[config.mk]
export PLATFORM = sky130hd
export DESIGN_NAME = fp_addsub_seq_flat
export DESIGN_NICKNAME = d
export VERILOG_FILES = /design/src/rtl/fp_addsub_seq_if.sv /design/src/rtl/fp_addsub_seq.sv /design/src/flat_wrapper.sv
export SDC_FILE = /design/constraint.sdc
export NUM_CORES = 1
export LEC_CHECK = 0
export ABC_AREA = 1
export BUFFER_PORTS_ARGS = -buffer_cell sky130_fd_sc_hd__buf_2
export CAP_MARGIN = 40
export CELL_PAD_IN_SITES_DETAIL_PLACEMENT = 1
export CELL_PAD_IN_SITES_GLOBAL_PLACEMENT = 1
export CORE_MARGIN = 2
export CORE_UTILIZATION = 43
export DETAILED_ROUTE_END_ITERATION = 7
export PLACE_DENSITY = 0.81
export SYNTH_ARGS = -nofsm -noshare
export SYNTH_HDL_FRONTEND = slang
export SYNTH_SLANG_ARGS = --single-unit
export TNS_END_PERCENT = 30
[constraint.sdc]
create_clock -name clk -period 3 [get_ports clk]
set_clock_uncertainty 0.15 [all_clocks]
set_input_delay 0.3 -clock clk [delete_from_list [all_inputs] [get_ports clk]]
set_output_delay 0.3 -clock clk [all_outputs]
set_load 0.005 [all_outputs]
[src/rtl/fp_addsub_seq_if.sv]
// Handshake bundle for fp_addsub_seq: launch request, operands, and the
// registered result/status returned by the sequencer.
interface fp_addsub_seq_if #(
   parameter int EXP_W = 8,
   parameter int MAN_W = 23
);
   localparam int W = EXP_W + MAN_W + 1;

   logic         start;
   logic         op;
   logic [W-1:0] a;
   logic [W-1:0] b;
   logic [W-1:0] result;
   logic         busy;
   logic         done;
   logic [2:0]   flags;

   modport master (
      output start, op, a, b,
      input  result, busy, done, flags
   );

   modport slave (
      input  start, op, a, b,
      output result, busy, done, flags
   );
endinterface

[src/rtl/fp_addsub_seq.sv]
// Sequential floating-point adder/subtractor (IEEE-style packing, denormals
// flushed to signed zero). One mantissa bit of alignment or normalisation
// per cycle keeps the datapath to a single shifter and one adder.
//
// Optional feature macro: FP_ADDSUB_RNE_EN
//   defined   -> round to nearest, ties to even
//   undefined -> truncate toward zero (inexact still flagged)
//
// state   | meaning
// --------+-----------------------------------------------------------
// IDLE    | waiting for start; operands captured on accept
// SPECIAL | NaN/Inf/zero screening, apply op to b's sign, unpack
// ALIGN   | swap so a has the larger exponent, shift b right 1/cycle
// ADD     | magnitude add or subtract, resolve result sign
// NORM    | carry right-shift or left-shift until hidden bit set
// ROUND   | round/truncate, overflow and flush handling, pack
// DONE    | result/flags valid, done pulse, busy low
module fp_addsub_seq #(
   parameter int EXP_W = 8,
   parameter int MAN_W = 23
) (
   input logic              clk,
   input logic              reset,
   fp_addsub_seq_if.slave   bus
);
   localparam int W  = EXP_W + MAN_W + 1;
   localparam int M  = MAN_W + 4;
   localparam int CW = $clog2(MAN_W + 4);

   localparam logic [EXP_W-1:0] EXP_ONES = {EXP_W{1'b1}};
   localparam logic [EXP_W-1:0] EXP_ONE  = {{(EXP_W-1){1'b0}}, 1'b1};
   localparam logic [CW-1:0]    CAP      = CW'(MAN_W + 3);
   localparam logic [W-1:0]     QNAN     = {1'b0, EXP_ONES, 1'b1, {(MAN_W-1){1'b0}}};

   typedef enum logic [2:0] {
      S_IDLE, S_SPECIAL, S_ALIGN, S_ADD, S_NORM, S_ROUND, S_DONE
   } state_t;

   state_t             state_q, state_d;
   logic               op_q, op_d;
   logic [W-1:0]       a_q, a_d, b_q, b_d;
   logic               sa_q, sa_d, sb_q, sb_d, sr_q, sr_d;
   logic [EXP_W-1:0]   ea_q, ea_d, eb_q, eb_d, er_q, er_d;
   logic [M-1:0]       ma_q, ma_d, mb_q, mb_d;
   logic [M:0]         mr_q, mr_d;
   logic [CW-1:0]      cnt_q, cnt_d;
   logic               flush_q, flush_d;
   logic [W-1:0]       result_q, result_d;
   logic [2:0]         flags_q, flags_d;

   logic               a_sign, b_sign_eff;
   logic [EXP_W-1:0]   a_exp, b_exp;
   logic [MAN_W-1:0]   a_frac, b_frac;
   logic               a_nan, b_nan, a_inf, b_inf, a_zero, b_zero;

   logic               rup;
   logic [MAN_W+1:0]   rsum;
   logic [EXP_W-1:0]   rexp;
   logic [MAN_W-1:0]   rfrac;

   assign a_sign     = a_q[W-1];
   assign b_sign_eff = b_q[W-1] ^ op_q;
   assign a_exp      = a_q[W-2:MAN_W];
   assign b_exp      = b_q[W-2:MAN_W];
   assign a_frac     = a_q[MAN_W-1:0];
   assign b_frac     = b_q[MAN_W-1:0];
   assign a_nan      = (a_exp == EXP_ONES) && (a_frac != '0);
   assign b_nan      = (b_exp == EXP_ONES) && (b_frac != '0);
   assign a_inf      = (a_exp == EXP_ONES) && (a_frac == '0);
   assign b_inf      = (b_exp == EXP_ONES) && (b_frac == '0);
   assign a_zero     = (a_exp == '0);
   assign b_zero     = (b_exp == '0);

   assign bus.result = result_q;
   assign bus.flags  = flags_q;
   assign bus.done   = (state_q == S_DONE);
   assign bus.busy   = (state_q != S_IDLE) && (state_q != S_DONE);

   // State and datapath registers; reset abandons any operation in flight.
   always_ff @(posedge clk) begin
      if (reset) begin
         state_q  <= S_IDLE;
         op_q     <= 1'b0;
         a_q      <= '0;
         b_q      <= '0;
         sa_q     <= 1'b0;
         sb_q     <= 1'b0;
         sr_q     <= 1'b0;
         ea_q     <= '0;
         eb_q     <= '0;
         er_q     <= '0;
         ma_q     <= '0;
         mb_q     <= '0;
         mr_q     <= '0;
         cnt_q    <= '0;
         flush_q  <= 1'b0;
         result_q <= '0;
         flags_q  <= '0;
      end else begin
         state_q  <= state_d;
         op_q     <= op_d;
         a_q      <= a_d;
         b_q      <= b_d;
         sa_q     <= sa_d;
         sb_q     <= sb_d;
         sr_q     <= sr_d;
         ea_q     <= ea_d;
         eb_q     <= eb_d;
         er_q     <= er_d;
         ma_q     <= ma_d;
         mb_q     <= mb_d;
         mr_q     <= mr_d;
         cnt_q    <= cnt_d;
         flush_q  <= flush_d;
         result_q <= result_d;
         flags_q  <= flags_d;
      end
   end

   // Next-state and datapath updates for each step of the sequence.
   always_comb begin
      state_d  = state_q;
      op_d     = op_q;
      a_d      = a_q;
      b_d      = b_q;
      sa_d     = sa_q;
      sb_d     = sb_q;
      sr_d     = sr_q;
      ea_d     = ea_q;
      eb_d     = eb_q;
      er_d     = er_q;
      ma_d     = ma_q;
      mb_d     = mb_q;
      mr_d     = mr_q;
      cnt_d    = cnt_q;
      flush_d  = flush_q;
      result_d = result_q;
      flags_d  = flags_q;
      rup      = 1'b0;
      rsum     = '0;
      rexp     = '0;
      rfrac    = '0;

      case (state_q)
         S_IDLE: begin
            if (bus.start) begin
               a_d     = bus.a;
               b_d     = bus.b;
               op_d    = bus.op;
               state_d = S_SPECIAL;
            end
         end

         S_SPECIAL: begin
            state_d = S_DONE;
            flags_d = 3'b000;
            if (a_nan || b_nan || (a_inf && b_inf && (a_sign != b_sign_eff))) begin
               result_d = QNAN;
               flags_d  = 3'b100;
            end else if (a_inf) begin
               result_d = a_q;
            end else if (b_inf) begin
               result_d = {b_sign_eff, b_q[W-2:0]};
            end else if (a_zero && b_zero) begin
               result_d = {a_sign & b_sign_eff, {(W-1){1'b0}}};
            end else if (a_zero) begin
               result_d = {b_sign_eff, b_q[W-2:0]};
            end else if (b_zero) begin
               result_d = a_q;
            end else begin
               state_d = S_ALIGN;
               sa_d    = a_sign;
               sb_d    = b_sign_eff;
               ea_d    = a_exp;
               eb_d    = b_exp;
               ma_d    = {1'b1, a_frac, 3'b000};
               mb_d    = {1'b1, b_frac, 3'b000};
               cnt_d   = '0;
            end
         end

         S_ALIGN: begin
            if (eb_q > ea_q) begin
               sa_d = sb_q;
               sb_d = sa_q;
               ea_d = eb_q;
               eb_d = ea_q;
               ma_d = mb_q;
               mb_d = ma_q;
            end else if (ea_q == eb_q) begin
               state_d = S_ADD;
            end else if (cnt_q == CAP) begin
               // Beyond the cap b can only influence the sticky bit.
               mb_d    = {{(M-1){1'b0}}, |mb_q};
               eb_d    = ea_q;
               state_d = S_ADD;
            end else begin
               mb_d  = {1'b0, mb_q[M-1:2], |mb_q[1:0]};
               eb_d  = eb_q + 1'b1;
               cnt_d = cnt_q + 1'b1;
            end
         end

         S_ADD: begin
            er_d    = ea_q;
            flush_d = 1'b0;
            state_d = S_NORM;
            if (sa_q == sb_q) begin
               mr_d = {1'b0, ma_q} + {1'b0, mb_q};
               sr_d = sa_q;
            end else if (ma_q == mb_q) begin
               mr_d = '0;
               sr_d = 1'b0;
            end else if (ma_q > mb_q) begin
               mr_d = {1'b0, ma_q - mb_q};
               sr_d = sa_q;
            end else begin
               mr_d = {1'b0, mb_q - ma_q};
               sr_d = sb_q;
            end
         end

         S_NORM: begin
            if (mr_q[M]) begin
               mr_d    = {1'b0, mr_q[M:2], |mr_q[1:0]};
               er_d    = er_q + 1'b1;
               state_d = S_ROUND;
            end else if (mr_q[M-1] || (mr_q == '0)) begin
               state_d = S_ROUND;
            end else begin
               mr_d = {mr_q[M-1:0], 1'b0};
               er_d = er_q - 1'b1;
               if (er_q == EXP_ONE) begin
                  flush_d = 1'b1;
                  state_d = S_ROUND;
               end
            end
         end

         S_ROUND: begin
            state_d = S_DONE;
            if (flush_q) begin
               result_d = {sr_q, {(W-1){1'b0}}};
               flags_d  = 3'b001;
            end else if (mr_q == '0) begin
               result_d = {sr_q, {(W-1){1'b0}}};
               flags_d  = 3'b000;
            end else if (er_q == EXP_ONES) begin
               result_d = {sr_q, EXP_ONES, {MAN_W{1'b0}}};
               flags_d  = 3'b011;
            end else begin
`ifdef FP_ADDSUB_RNE_EN
               rup = mr_q[2] & (mr_q[1] | mr_q[0] | mr_q[3]);
`else
               rup = 1'b0;
`endif
               rsum  = {1'b0, mr_q[M-1:3]} + {{(MAN_W+1){1'b0}}, rup};
               rexp  = er_q;
               rfrac = rsum[MAN_W-1:0];
               if (rsum[MAN_W+1]) begin
                  rexp  = er_q + 1'b1;
                  rfrac = rsum[MAN_W:1];
               end
               if (rexp == EXP_ONES) begin
                  result_d = {sr_q, EXP_ONES, {MAN_W{1'b0}}};
                  flags_d  = 3'b011;
               end else begin
                  result_d = {sr_q, rexp, rfrac};
                  flags_d  = {2'b00, |mr_q[2:0]};
               end
            end
         end

         S_DONE: begin
            state_d = S_IDLE;
         end

         default: begin
            state_d = S_IDLE;
         end
      endcase
   end
endmodule

[src/flat_wrapper.sv]
// flat-port wrapper written by rule: the top's interface ports become plain ports
module fp_addsub_seq_flat 
#(
   parameter int EXP_W = 8,
   parameter int MAN_W = 23
)
  (clk, reset, bus_start, bus_op, bus_a, bus_b, bus_result, bus_busy, bus_done, bus_flags);
  fp_addsub_seq_if #(.EXP_W(EXP_W), .MAN_W(MAN_W)) bus_i ();
  input logic clk;
  input logic reset;
  input wire logic [$bits(bus_i.start)-1:0] bus_start;
  input wire logic [$bits(bus_i.op)-1:0] bus_op;
  input wire logic [$bits(bus_i.a)-1:0] bus_a;
  input wire logic [$bits(bus_i.b)-1:0] bus_b;
  output wire logic [$bits(bus_i.result)-1:0] bus_result;
  output wire logic [$bits(bus_i.busy)-1:0] bus_busy;
  output wire logic [$bits(bus_i.done)-1:0] bus_done;
  output wire logic [$bits(bus_i.flags)-1:0] bus_flags;
  assign bus_i.start = bus_start;
  assign bus_i.op = bus_op;
  assign bus_i.a = bus_a;
  assign bus_i.b = bus_b;
  assign bus_result = bus_i.result;
  assign bus_busy = bus_i.busy;
  assign bus_done = bus_i.done;
  assign bus_flags = bus_i.flags;
  fp_addsub_seq #(.EXP_W(EXP_W), .MAN_W(MAN_W)) u_core (.clk(clk), .reset(reset), .bus(bus_i));
endmodule
==> impl_summary.txt <==
----------------------------------------------------
[Outcome]
  Result of the run ... complete, but fails checks
  Violated checks ... design-rule violations, negative setup slack

[Finish]
  Post-Layout Cell Count ... ~3,900
  Area overhead of the layout relative to synthesis ... 22.2%
  Design area ... 22,000 sq um
  Final core utilization ... 53.5%
  Top library cells by usage in the layout, fill and taps aside ... sky130_fd_sc_hd__nand2_1 (932), sky130_fd_sc_hd__inv_1 (403), sky130_fd_sc_hd__nor2_1 (348)
  Nets ... 3,545
  Total inserted antenna cells ... 0
  Most frequent standard cell in the layout excluding fill and tap cells ... sky130_fd_sc_hd__nand2_1
  Fraction of layout cells with a size suffix above 1 ... between 10% and 20%
  Filler cell count ... 5,750

[Timing]
  Hold violation total from the final report ... 0
  Headroom to the max-slew limit ... 29.2%
  Period utilization ... 106%
  Final-report max-slew violation count ... 0
  Unrepaired setup endpoints after global routing ... yes
  Final number of setup-violating endpoints ... 20
  Minimum period implied by the final worst setup slack ... 3.19 ns
  Worst hold slack across all endpoints ... 0.0677 ns
  Slew at the pin closest to its max-slew limit ... about 1.1 ns
  Achievable Freq ... ~0.31 GHz
  Minimum setup slack in the final design ... -0.188 ns

[Hold path]
  Hold WC Path Type ... primary input to flop

[Setup path]
  WS Path Type ... flop to flop
  Sort of element at the start of the critical path ... flop
  Data arrival, critical path ... about 3.5 ns
  Kind of end point of the critical path ... flop
  Worst EP required ... 3.29 ns
  Largest fanout on the critical path ... 18

[Synth]
  Xor/xnor cell area share of the yosys netlist ... 1.75%
  Biggest area contributors in the synthesized netlist ... sky130_fd_sc_hd__dfxtp_1 (24%), sky130_fd_sc_hd__nand2_1 (20%), sky130_fd_sc_hd__inv_1 (8.5%)
  Sequential element share of the synthesized area ... 24.2%
  Ys Warns ... 0
  Post-synthesis share of cell area spent on and, or, nand and nor gates ... 39.0%
  Net count of the mapped netlist ... between 3,000 and 4,000
  Share of cell area taken by muxes after synthesis ... 0%
  Synthesized instance count ... about 3,100
  Adder-Cell Fraction of Synth Area ... under 10%
  Number of storage elements in the synthesis netlist ... approximately 220
  Post-synthesis compound-gate area fraction ... approximately 15%
  Mapped cell area ... 18,000 sq um
  Largest family of logic cells by synthesized area ... simple AND/OR/NAND/NOR gates
  Avg Cell Area, Syn ... around 5.8 sq um
  Cell taking the most area after synthesis ... sky130_fd_sc_hd__dfxtp_1
  Share of Yosys cell area claimed by the top area cell type ... between 20% and 30%
  Distinct cell type count of the synthesized netlist ... 47

[Global routing]
  Total Routing Usage GR ... 43.3%
  Largest net degree at the start of global routing ... ~130
  Global-route wire length before repair ... roughly 150 mm
  Remaining global-route overflow ... 0
  Vias in the first global route ... 24,000
  Antenna violations before repair ... 7

[Placement]
  Post-detail-place hpwl ... 67.8 mm
  Number of input and output port buffers inserted ... 104
  GP Congestion ... 1.00
  Placed cells ... 3,812
  Total cell area at the placement stage ... 20,200 sq um

[Clock network]
  Reg clk slew, reported paths ... 0.07 ns
  Insertion delay to the later sink of the worst-skew pair ... between 0.5 and 0.6 ns
  CTS tree ... yes
  H-tree Lvls ... 1
  Sink count of the clock tree ... 218
  Number of clock buffers inserted by TritonCTS ... 26
  Number of buffers on the longest clock path ... 3
  Clk root buf ... sky130_fd_sc_hd__clkbuf_16

[Detailed routing]
  Total wirelength of the detailed-routed design ... 104 mm
  Antenna violation net count after detailed routing ... 0
  Initial DRC count ... 3,296
  Routed WL per cell ... 26.5 um
  Post-DR vias/cell ... between 6 and 7
  Number of remaining DRC errors ... 34
  Number of detailed-route iterations in the first pass ... 8
  Total number of vias ... 24,500

[Floorplan]
  Count of pins on the block boundary ... 105
  Standard-cell row count ... 74
  Starting density of the core ... 43.8%
  Vertical extent of the die ... 209 um
  Area inside the core boundary ... just over 40,000 sq um
  Die boundary width ... 209 um
  Die area ... 43,500 sq um

[Flow run]
  Max-cap viol count ... 0

----------------------------------------------------
-- synth_stat cells (all sizes together) --
master and instances:
dfxtp 218, nand3b 2, nand4 86, xor2 31, o21bai 5, nor4 8
ha 95, inv 415, a211oi 1, o21ai 245, nand3 222, nand2 949
and2 2, xnor2 5, buf 70, clkbuf 77, o2111ai 1, a21o 2
o211ai 6, a21boi 1, o22ai 4, o21a 3, nor2 374, fa 3
or2 4, clkinv 3, a21oi 267, nor3 24, a31oi 2
-- area by class of cell --
class / count / area [sq um] / share of cell area, %
Multi-Input combinational cell: 2342 / 11600 / 52.8
Tap cell: 532 / 666 / 3.02
Sequential cell: 218 / 4370 / 19.9
Timing Repair Buffer: 373 / 2870 / 13.0
Inverter: 418 / 1590 / 7.20
Clock buffer: 36 / 738 / 3.35
Clock inverter: 12 / 156 / 0.711
-- registers in the layout, indices dropped and copies added, names as in the netlist, 3 cells and up --
name and count:
u_core.er_q 8, u_core.a_q 32, u_core.bus.result 32, u_core.cnt_q 5, u_core.eb_q 8, u_core.bus.flags 3
u_core.mb_q 27, u_core.mr_q 28, u_core.b_q 32, u_core.ea_q 8, u_core.ma_q 27, u_core.state_q 3
-- per-layer routing --
layer  share of wire (%)  track usage, %  routed length, um
met5               0.078               0                 81
met4                 7.4            21.0               7690
met3                  10            9.68              10900
met2                  43            68.5              44800
met1                  39            55.8              40800
-- repair_timing --
action / 4_1_cts / 5_1_grt
hold endpoints to repair: 64 / 0
resized for setup: 19 / 55
setup buffers: 0 / 5
pin swaps: 1 / 1
hold buffers: 66 / 0
setup endpoints to repair: 28 / 115
-- cells by family after synthesis --
group           Yosys count
compound gates          537
fa+ha+maj                98
buf+inv                 565
xor+xnor                 36
simple gates           1671
flops                   218
-- path summary, 6_finish.rpt --
kind                                     start              to  slack [ns]  cells past startpoint
worst max-delay path            u_core.a_q[11]  u_core.mb_q[1]       -0.19                     11
worst min-delay path                 bus_a[23]  u_core.a_q[23]        0.07                      3
worst max register to register  u_core.a_q[11]  u_core.mb_q[1]       -0.19                     11
worst min register to register     u_core.sr_q     u_core.sr_q        0.34                      2
-- worst max-delay path, stage by stage, from the launching register on --
cell                      delay, ns
sky130_fd_sc_hd__dfxtp_1       0.37
sky130_fd_sc_hd__inv_1         0.13
sky130_fd_sc_hd__nand4_1       0.12
sky130_fd_sc_hd__nor2_1        0.26
sky130_fd_sc_hd__nand3_1       0.18
sky130_fd_sc_hd__nor2_1        0.16
sky130_fd_sc_hd__nand3_1       0.27
sky130_fd_sc_hd__nand4_1       0.28
sky130_fd_sc_hd__nand2_2       0.21
sky130_fd_sc_hd__nand2_2       0.46
sky130_fd_sc_hd__nand2_1       0.14
sky130_fd_sc_hd__a21oi_2       0.31
-- per-stage QoR --
stage | TNS (ns) | worst slack (ns)
global route | -1.32 | -0.155
finish | -0.895 | -0.188
CTS | 0 | 0.0148
floorplan | 0 | 0.628
detailed placement | -6.42 | -0.441
global placement | -4.88 | -0.393
Power is not shown: default switching activity piles up to over one toggle a cycle in this logic, so the estimate is an artifact.
